**config.mk**
```make
export PLATFORM = sky130hd
export DESIGN_NAME = reg_file_mp
export DESIGN_NICKNAME = d
export VERILOG_FILES = /design/src/rtl/reg_file_mp_pkg.sv /design/src/rtl/reg_file_mp_scoreboard.sv /design/src/rtl/reg_file_mp.sv
export SDC_FILE = /design/constraint.sdc
export NUM_CORES = 2
export LEC_CHECK = 0
export BUFFER_PORTS_ARGS = -buffer_cell sky130_fd_sc_hd__buf_2
export CORE_UTILIZATION = 35
export DETAILED_ROUTE_END_ITERATION = 8
export GPL_ROUTABILITY_DRIVEN = 0
export SETUP_SLACK_MARGIN = 0.2
export SLEW_MARGIN = 20
export SYNTH_ARGS = -nofsm -noshare
export SYNTH_HDL_FRONTEND = slang
export SYNTH_SLANG_ARGS = --single-unit
```
**constraint.sdc**
```tcl
create_clock -name clk_i -period 9.35 [get_ports clk_i]
set_input_delay 1.87 -clock clk_i [delete_from_list [all_inputs] [get_ports clk_i]]
set_output_delay 1.87 -clock clk_i [all_outputs]
set_load 0.01 [all_outputs]
```
**src/rtl/reg_file_mp_pkg.sv**
```systemverilog
// rtl/reg_file_mp_pkg.sv - shared defaults, types and address helper for the register file
package pkg_config;
    localparam int DATA_WIDTH    = 32;
    localparam int NUM_REGISTER  = 32;
    localparam int REG_AW        = $clog2(NUM_REGISTER);
    localparam int NUM_READ_DEF  = 2;
    localparam int NUM_WRITE_DEF = 1;

    typedef logic [REG_AW-1:0]     reg_addr_t;
    typedef logic [DATA_WIDTH-1:0] reg_data_t;

    // x0 and addresses beyond the populated range are never read, written or reserved.
    function automatic logic addr_legal(input int unsigned addr, input int unsigned num_reg);
        return (addr != 0) && (addr < num_reg);
    endfunction
endpackage

```
**src/rtl/reg_file_mp_scoreboard.sv**
```systemverilog
// rtl/reg_file_mp_scoreboard.sv - per-register pending bits, set/clear priority and busy lookup
module reg_scoreboard #(
    parameter int NUM_REGISTER = 32,
    parameter int NUM_READ     = 2,
    parameter int NUM_WRITE    = 1,
    localparam int AW          = $clog2(NUM_REGISTER)
) (
    input  logic                          clk_i,
    input  logic                          rst_i,
    input  logic [NUM_WRITE-1:0]          wr_ok_i,
    input  logic [NUM_WRITE-1:0][AW-1:0]  wr_addr_i,
    input  logic                          rsv_i,
    input  logic [AW-1:0]                 rsv_addr_i,
    input  logic [NUM_READ-1:0][AW-1:0]   rs_addr_i,
    input  logic [NUM_READ-1:0]           byp_hit_i,
    output logic [NUM_READ-1:0]           busy_o,
    output logic [NUM_REGISTER-1:0]       pending_o
);
    import pkg_config::*;

    logic [NUM_REGISTER-1:0] pending_q;
    logic [NUM_REGISTER-1:0] pending_d;

    // Reserve is applied after the clears: a new producer supersedes the completing one.
    always_comb begin
        pending_d = pending_q;
        for (int p = 0; p < NUM_WRITE; p++) begin
            if (wr_ok_i[p]) pending_d[wr_addr_i[p]] = 1'b0;
        end
        if (rsv_i && addr_legal(32'(rsv_addr_i), NUM_REGISTER)) pending_d[rsv_addr_i] = 1'b1;
        pending_d[0] = 1'b0;
    end

    always_ff @(posedge clk_i) begin
        if (rst_i) pending_q <= '0;
        else       pending_q <= pending_d;
    end

    always_comb begin
        busy_o = '0;
        for (int r = 0; r < NUM_READ; r++) begin
            if (addr_legal(32'(rs_addr_i[r]), NUM_REGISTER) && !byp_hit_i[r])
                busy_o[r] = pending_q[rs_addr_i[r]];
        end
    end

    assign pending_o = pending_q;
endmodule

```
**src/rtl/reg_file_mp.sv**
```systemverilog
// rtl/reg_file_mp.sv - multi-port integer register file with optional write bypass and scoreboard
module reg_file_mp #(
    parameter int DATA_WIDTH   = pkg_config::DATA_WIDTH,
    parameter int NUM_REGISTER = pkg_config::NUM_REGISTER,
    parameter int NUM_READ     = pkg_config::NUM_READ_DEF,
    parameter int NUM_WRITE    = pkg_config::NUM_WRITE_DEF,
    parameter int BYPASS       = 1,
    localparam int AW          = $clog2(NUM_REGISTER)
) (
    input  logic                                clk_i,
    input  logic                                rst_i,
    input  logic [NUM_WRITE-1:0]                we_i,
    input  logic [NUM_WRITE-1:0][AW-1:0]        rd_addr_i,
    input  logic [NUM_WRITE-1:0][DATA_WIDTH-1:0] rd_i,
    input  logic [NUM_READ-1:0][AW-1:0]         rs_addr_i,
    output logic [NUM_READ-1:0][DATA_WIDTH-1:0] rs_o,
    input  logic                                rsv_i,
    input  logic [AW-1:0]                       rsv_addr_i,
    output logic [NUM_READ-1:0]                 busy_o,
    output logic [NUM_REGISTER-1:0]             pending_o
);
    import pkg_config::*;

    logic [DATA_WIDTH-1:0] regs [NUM_REGISTER];
    logic [NUM_WRITE-1:0]  wr_ok;
    logic [NUM_READ-1:0]   byp_hit;

    always_comb begin
        for (int p = 0; p < NUM_WRITE; p++)
            wr_ok[p] = we_i[p] && addr_legal(32'(rd_addr_i[p]), NUM_REGISTER);
    end

    // Later ports overwrite earlier ones in loop order, so the highest index wins a conflict.
    always_ff @(posedge clk_i) begin
        if (rst_i) begin
            for (int i = 0; i < NUM_REGISTER; i++) regs[i] <= '0;
        end else begin
            for (int p = 0; p < NUM_WRITE; p++) begin
                if (wr_ok[p]) regs[rd_addr_i[p]] <= rd_i[p];
            end
        end
    end

    always_comb begin
        rs_o    = '0;
        byp_hit = '0;
        for (int r = 0; r < NUM_READ; r++) begin
            if (addr_legal(32'(rs_addr_i[r]), NUM_REGISTER)) begin
                rs_o[r] = regs[rs_addr_i[r]];
                if (BYPASS != 0) begin
                    for (int p = 0; p < NUM_WRITE; p++) begin
                        if (wr_ok[p] && (rd_addr_i[p] == rs_addr_i[r])) begin
                            rs_o[r]    = rd_i[p];
                            byp_hit[r] = 1'b1;
                        end
                    end
                end
            end
        end
    end

    reg_scoreboard #(
        .NUM_REGISTER (NUM_REGISTER),
        .NUM_READ     (NUM_READ),
        .NUM_WRITE    (NUM_WRITE)
    ) u_scoreboard (
        .clk_i      (clk_i),
        .rst_i      (rst_i),
        .wr_ok_i    (wr_ok),
        .wr_addr_i  (rd_addr_i),
        .rsv_i      (rsv_i),
        .rsv_addr_i (rsv_addr_i),
        .rs_addr_i  (rs_addr_i),
        .byp_hit_i  (byp_hit),
        .busy_o     (busy_o),
        .pending_o  (pending_o)
    );
endmodule

```
==> metrics.md <==
| Metric | Value |
|---|---|
| Clock Power Share | 0.381 |
| Via count | a little under 40000 |
| Internal power | approximately 8400 uW |
| Design area | approximately 64000 sq um |
| Critical path class | in2out |
| Area Overhead vs Synth | 11.0% |
| Ys flop type | edfxtp_1 |
| Gate power share | 0.131 |
| Slew @ Worst Pin | 1.17 ns |
| Tmin final | about 7.3 ns |
| Pwr dens | 180 nW/um^2 |
| Post-CTS resize count | 0 |
| IO buf count | around 150 |
| Status | completed |
| Clock buffer depth | 3 |
| Nature of the critical path endpoint | primary output |
| Largest net degree at the start of global routing | between 100 and 150 |
| Worst skew pair latency | 0.72 ns |
| CTS root buf | clkbuf_16 |
| # setup viols final | 0 |
| Final non-filler cell total | ~6400 |
| DR DRC count | 0 |
| Worst setup SP type | primary input |
| Clock-pin slew of the registers on the worst-case setup and hold paths | roughly 0.06 ns |
| Synth Area per Inst | 13.7 sq um |
| Fin crit share | 0.776 |
| Seq pwr share | 0.487 |
| Sw Pwr | around 3000 uW |
| Hold Path Class | reg2reg |
| CTS tree | built |
| Total Nets Final | 4215 |
| Hold buffer count at cts | 0 |
| Cell Area, Placed | approximately 60000 sq um |
| WP data required | between 7 and 8 ns |
| Synth cell types | 57 |
| Die X | between 400 and 500 microns |
| Syn Inst Count | roughly 4200 |
| Yosys warns | 0 |
| Post-CTS Setup Repair Bufs | 0 |
| Setup Skew | 0 ns |
| Arr. time, crit path | roughly 5.4 ns |
| Vias in the first global route | 37500 |
| Switching part of the total | 0.265 |
| WL/cell | 31.8 microns |
| Mapped Area | 57300 sq um |
| Num CTS Buffers | 110 |
| Final Hold Fails | 0 |
| # placed instances | about 6200 |
| F_max | about 140 MHz |
| Die Footprint | about 170000 sq um |
| CTS H-tree lvls | 3 |
| Antenna viol nets, final | 0 |
| RSZ-0062 raised after global routing | false |
| Vias per inst | about 6 |
| Max cap viols | 0 |
| DPL Wire Length | approximately 110000 microns |
| Number of synthesized flops with an enable pin | between 1000 and 1500 |
| PnR worst setup slack | between 2 and 2.5 ns |
| Rows | between 100 and 150 |
| First-pass GRT wire length | around 280000 microns |
| Initial antenna violation count | 21 |
| Seq cells post-synth | 1055 |
| Slew HR | 0.219 |
| Final setup TNS | 0 ns |
| GRT Total Usage | 0.243 |
| Count of clock tree sinks | ~1100 |
| Drt first pass iters | 6 |
| Pre-CTS setup slack | 2.28 ns |
| Maximum fanout along the worst path | 89 |
| VDD IR-drop max | between 0.0001 and 0.00015 V |
| Post-synth ARST share | 0 |
| DRT iter0 DRCs | 5462 |
| Total Wirelength | 205000 microns |
| Cell leakage power | 0.0223 uW |
| I/O pin count | 154 |
| Die Ht | about 400 microns |
| Seq/Total Area, Yosys | 0.547 |
| Placeable Area | approximately 160000 sq um |
| Slew Viols, Final | 0 |
| Share of layout cells above drive strength 1 | 0.213 |
| Global route overflow | 0 |
| Initial Util | 0.352 |
per-layer routing:
layer | wire length [microns] | part of all wire | GRT usage | vias up
li1 | - | - | - | 15800
met4 | 7470 | 0.037 | 0.0817 | 8
met2 | 89400 | 0.44 | 0.364 | 2505
met3 | 25100 | 0.12 | 0.0661 | 427
met1 | 82400 | 0.40 | 0.339 | 20000
met5 | 46 | 0.00022 | 0 | -
Yosys cell counts (8+ instances only):
master / n / share of area
a21o_1: 21 / 0.0027
a21oi_1: 84 / 0.0073
a221oi_1: 51 / 0.0078
a22oi_1: 118 / 0.015
a32o_1: 60 / 0.010
and2_1: 995 / 0.11
buf_1: 16 / 0.0010
buf_2: 73 / 0.0064
buf_4: 20 / 0.0026
buf_6: 29 / 0.0057
clkbuf_1: 296 / 0.019
dfxtp_1: 31 / 0.011
edfxtp_1: 1024 / 0.54
inv_1: 35 / 0.0023
mux2_2: 71 / 0.014
mux2i_1: 372 / 0.065
mux4_2: 341 / 0.13
nand2_1: 108 / 0.0071
nand3_1: 62 / 0.0054
nor2_1: 116 / 0.0076
nor2b_1: 13 / 0.0014
nor3_1: 9 / 0.00079
o211ai_1: 19 / 0.0025
o21ai_0: 28 / 0.0024
o21ai_1: 44 / 0.0038
o21bai_1: 8 / 0.0010
o22ai_1: 75 / 0.0082
xnor2_1: 10 / 0.0015
sequential cells by signal (all words and copies together) (netlist names):
name	flops
regs	1024
u_scoreboard.pending_o	31
per-stage QoR:
step | utilization | hold slack [ns] | power, uW
floorplan | - | 0.506 | 6540
global placement | 0.370 | 0.497 | 7110
detailed placement | 0.370 | 0.501 | 7130
CTS | 0.391 | 0.511 | 11400
global route | 0.391 | 0.531 | 11700
finish | 0.391 | 0.511 | 11400
logic make-up (layout without fill, tap and decap cells):
family          count (synthesis)  count (layout)  share of synthesized area
compound gates                528             528                     0.0647
xor+xnor                       10              10                    0.00153
buf+inv                       472             503                     0.0380
flops                        1055            1055                      0.547
mux                           784             784                      0.213
other cells                     1              41                  0.0000654
simple gates                 1341            1341                      0.136
critical path, cell delays in order:
cell and delay (ns):
buf_8 0.44, buf_12 0.40, nand2_1 0.85, o22ai_1 0.32, a211oi_1 0.08, a211oi_1 0.52, o21ai_1 0.27, buf_2 0.21
power groups by stage:
stage          registers (uW)  clock network, uW  logic, uW
2_1_floorplan            5630                  0        911
3_3_place_gp             5650                  0       1460
3_5_place_dp             5670                  0       1460
4_1_cts                  5570               4390       1460
5_1_grt                  5600               4580       1540
6_report                 5580               4360       1500
path summary, 6_finish.rpt:
path                         startpoint                         end  slack [ns]  depth (start not counted)
max                        rs_addr_i[1]                    rs_o[29]        2.10                          8
min reg2reg  u_scoreboard.pending_o[19]  u_scoreboard.pending_o[19]        0.51                          2
min          u_scoreboard.pending_o[19]  u_scoreboard.pending_o[19]        0.51                          2
max reg2reg  u_scoreboard.pending_o[29]  u_scoreboard.pending_o[29]        8.64                          2
cells in the final DEF (no fill, tap or decap), types with 6 or more instances in the layout:
| cell type | count |
|---|---|
| conb_1 | 33 |
| buf_4 | 102 |
| buf_12 | 9 |
| diode_2 | 8 |
| a21oi_1 | 84 |
| a22o_1 | 6 |
| edfxtp_1 | 1024 |
| nor2b_1 | 7 |
| clkinv_2 | 24 |
| clkbuf_1 | 29 |
| clkbuf_16 | 111 |
| o21bai_4 | 8 |
| bufinv_16 | 8 |
| nor2_2 | 28 |
| a22oi_1 | 118 |
| o21ai_0 | 28 |
| nand3_1 | 62 |
| buf_2 | 145 |
| o22ai_1 | 75 |
| and2_1 | 995 |
| clkinv_1 | 27 |
| inv_1 | 32 |
| o211ai_1 | 19 |
| o21ai_1 | 44 |
| mux4_2 | 341 |
| dfxtp_1 | 31 |
| nor3_1 | 9 |
| xnor2_1 | 10 |
| mux2_2 | 71 |
| a21o_2 | 19 |
| mux2i_1 | 372 |
| nand2_1 | 108 |
| a221oi_1 | 51 |
| nor2_1 | 82 |
| nor2_4 | 6 |
| a32o_1 | 60 |
layout make-up:
type / instances / area (sq um)
Fill cell: 15100 / 99100
Sequential cell: 1055 / 31400
Multi-Input combinational cell: 2696 / 24200
Clock buffer: 140 / 2890
Tap cell: 2175 / 2720
Timing Repair Buffer: 260 / 1730
Clock inverter: 67 / 577
Inverter: 36 / 135
Antenna cell: 8 / 20.0
No activity file was read; power rests on OpenSTA's default activity.
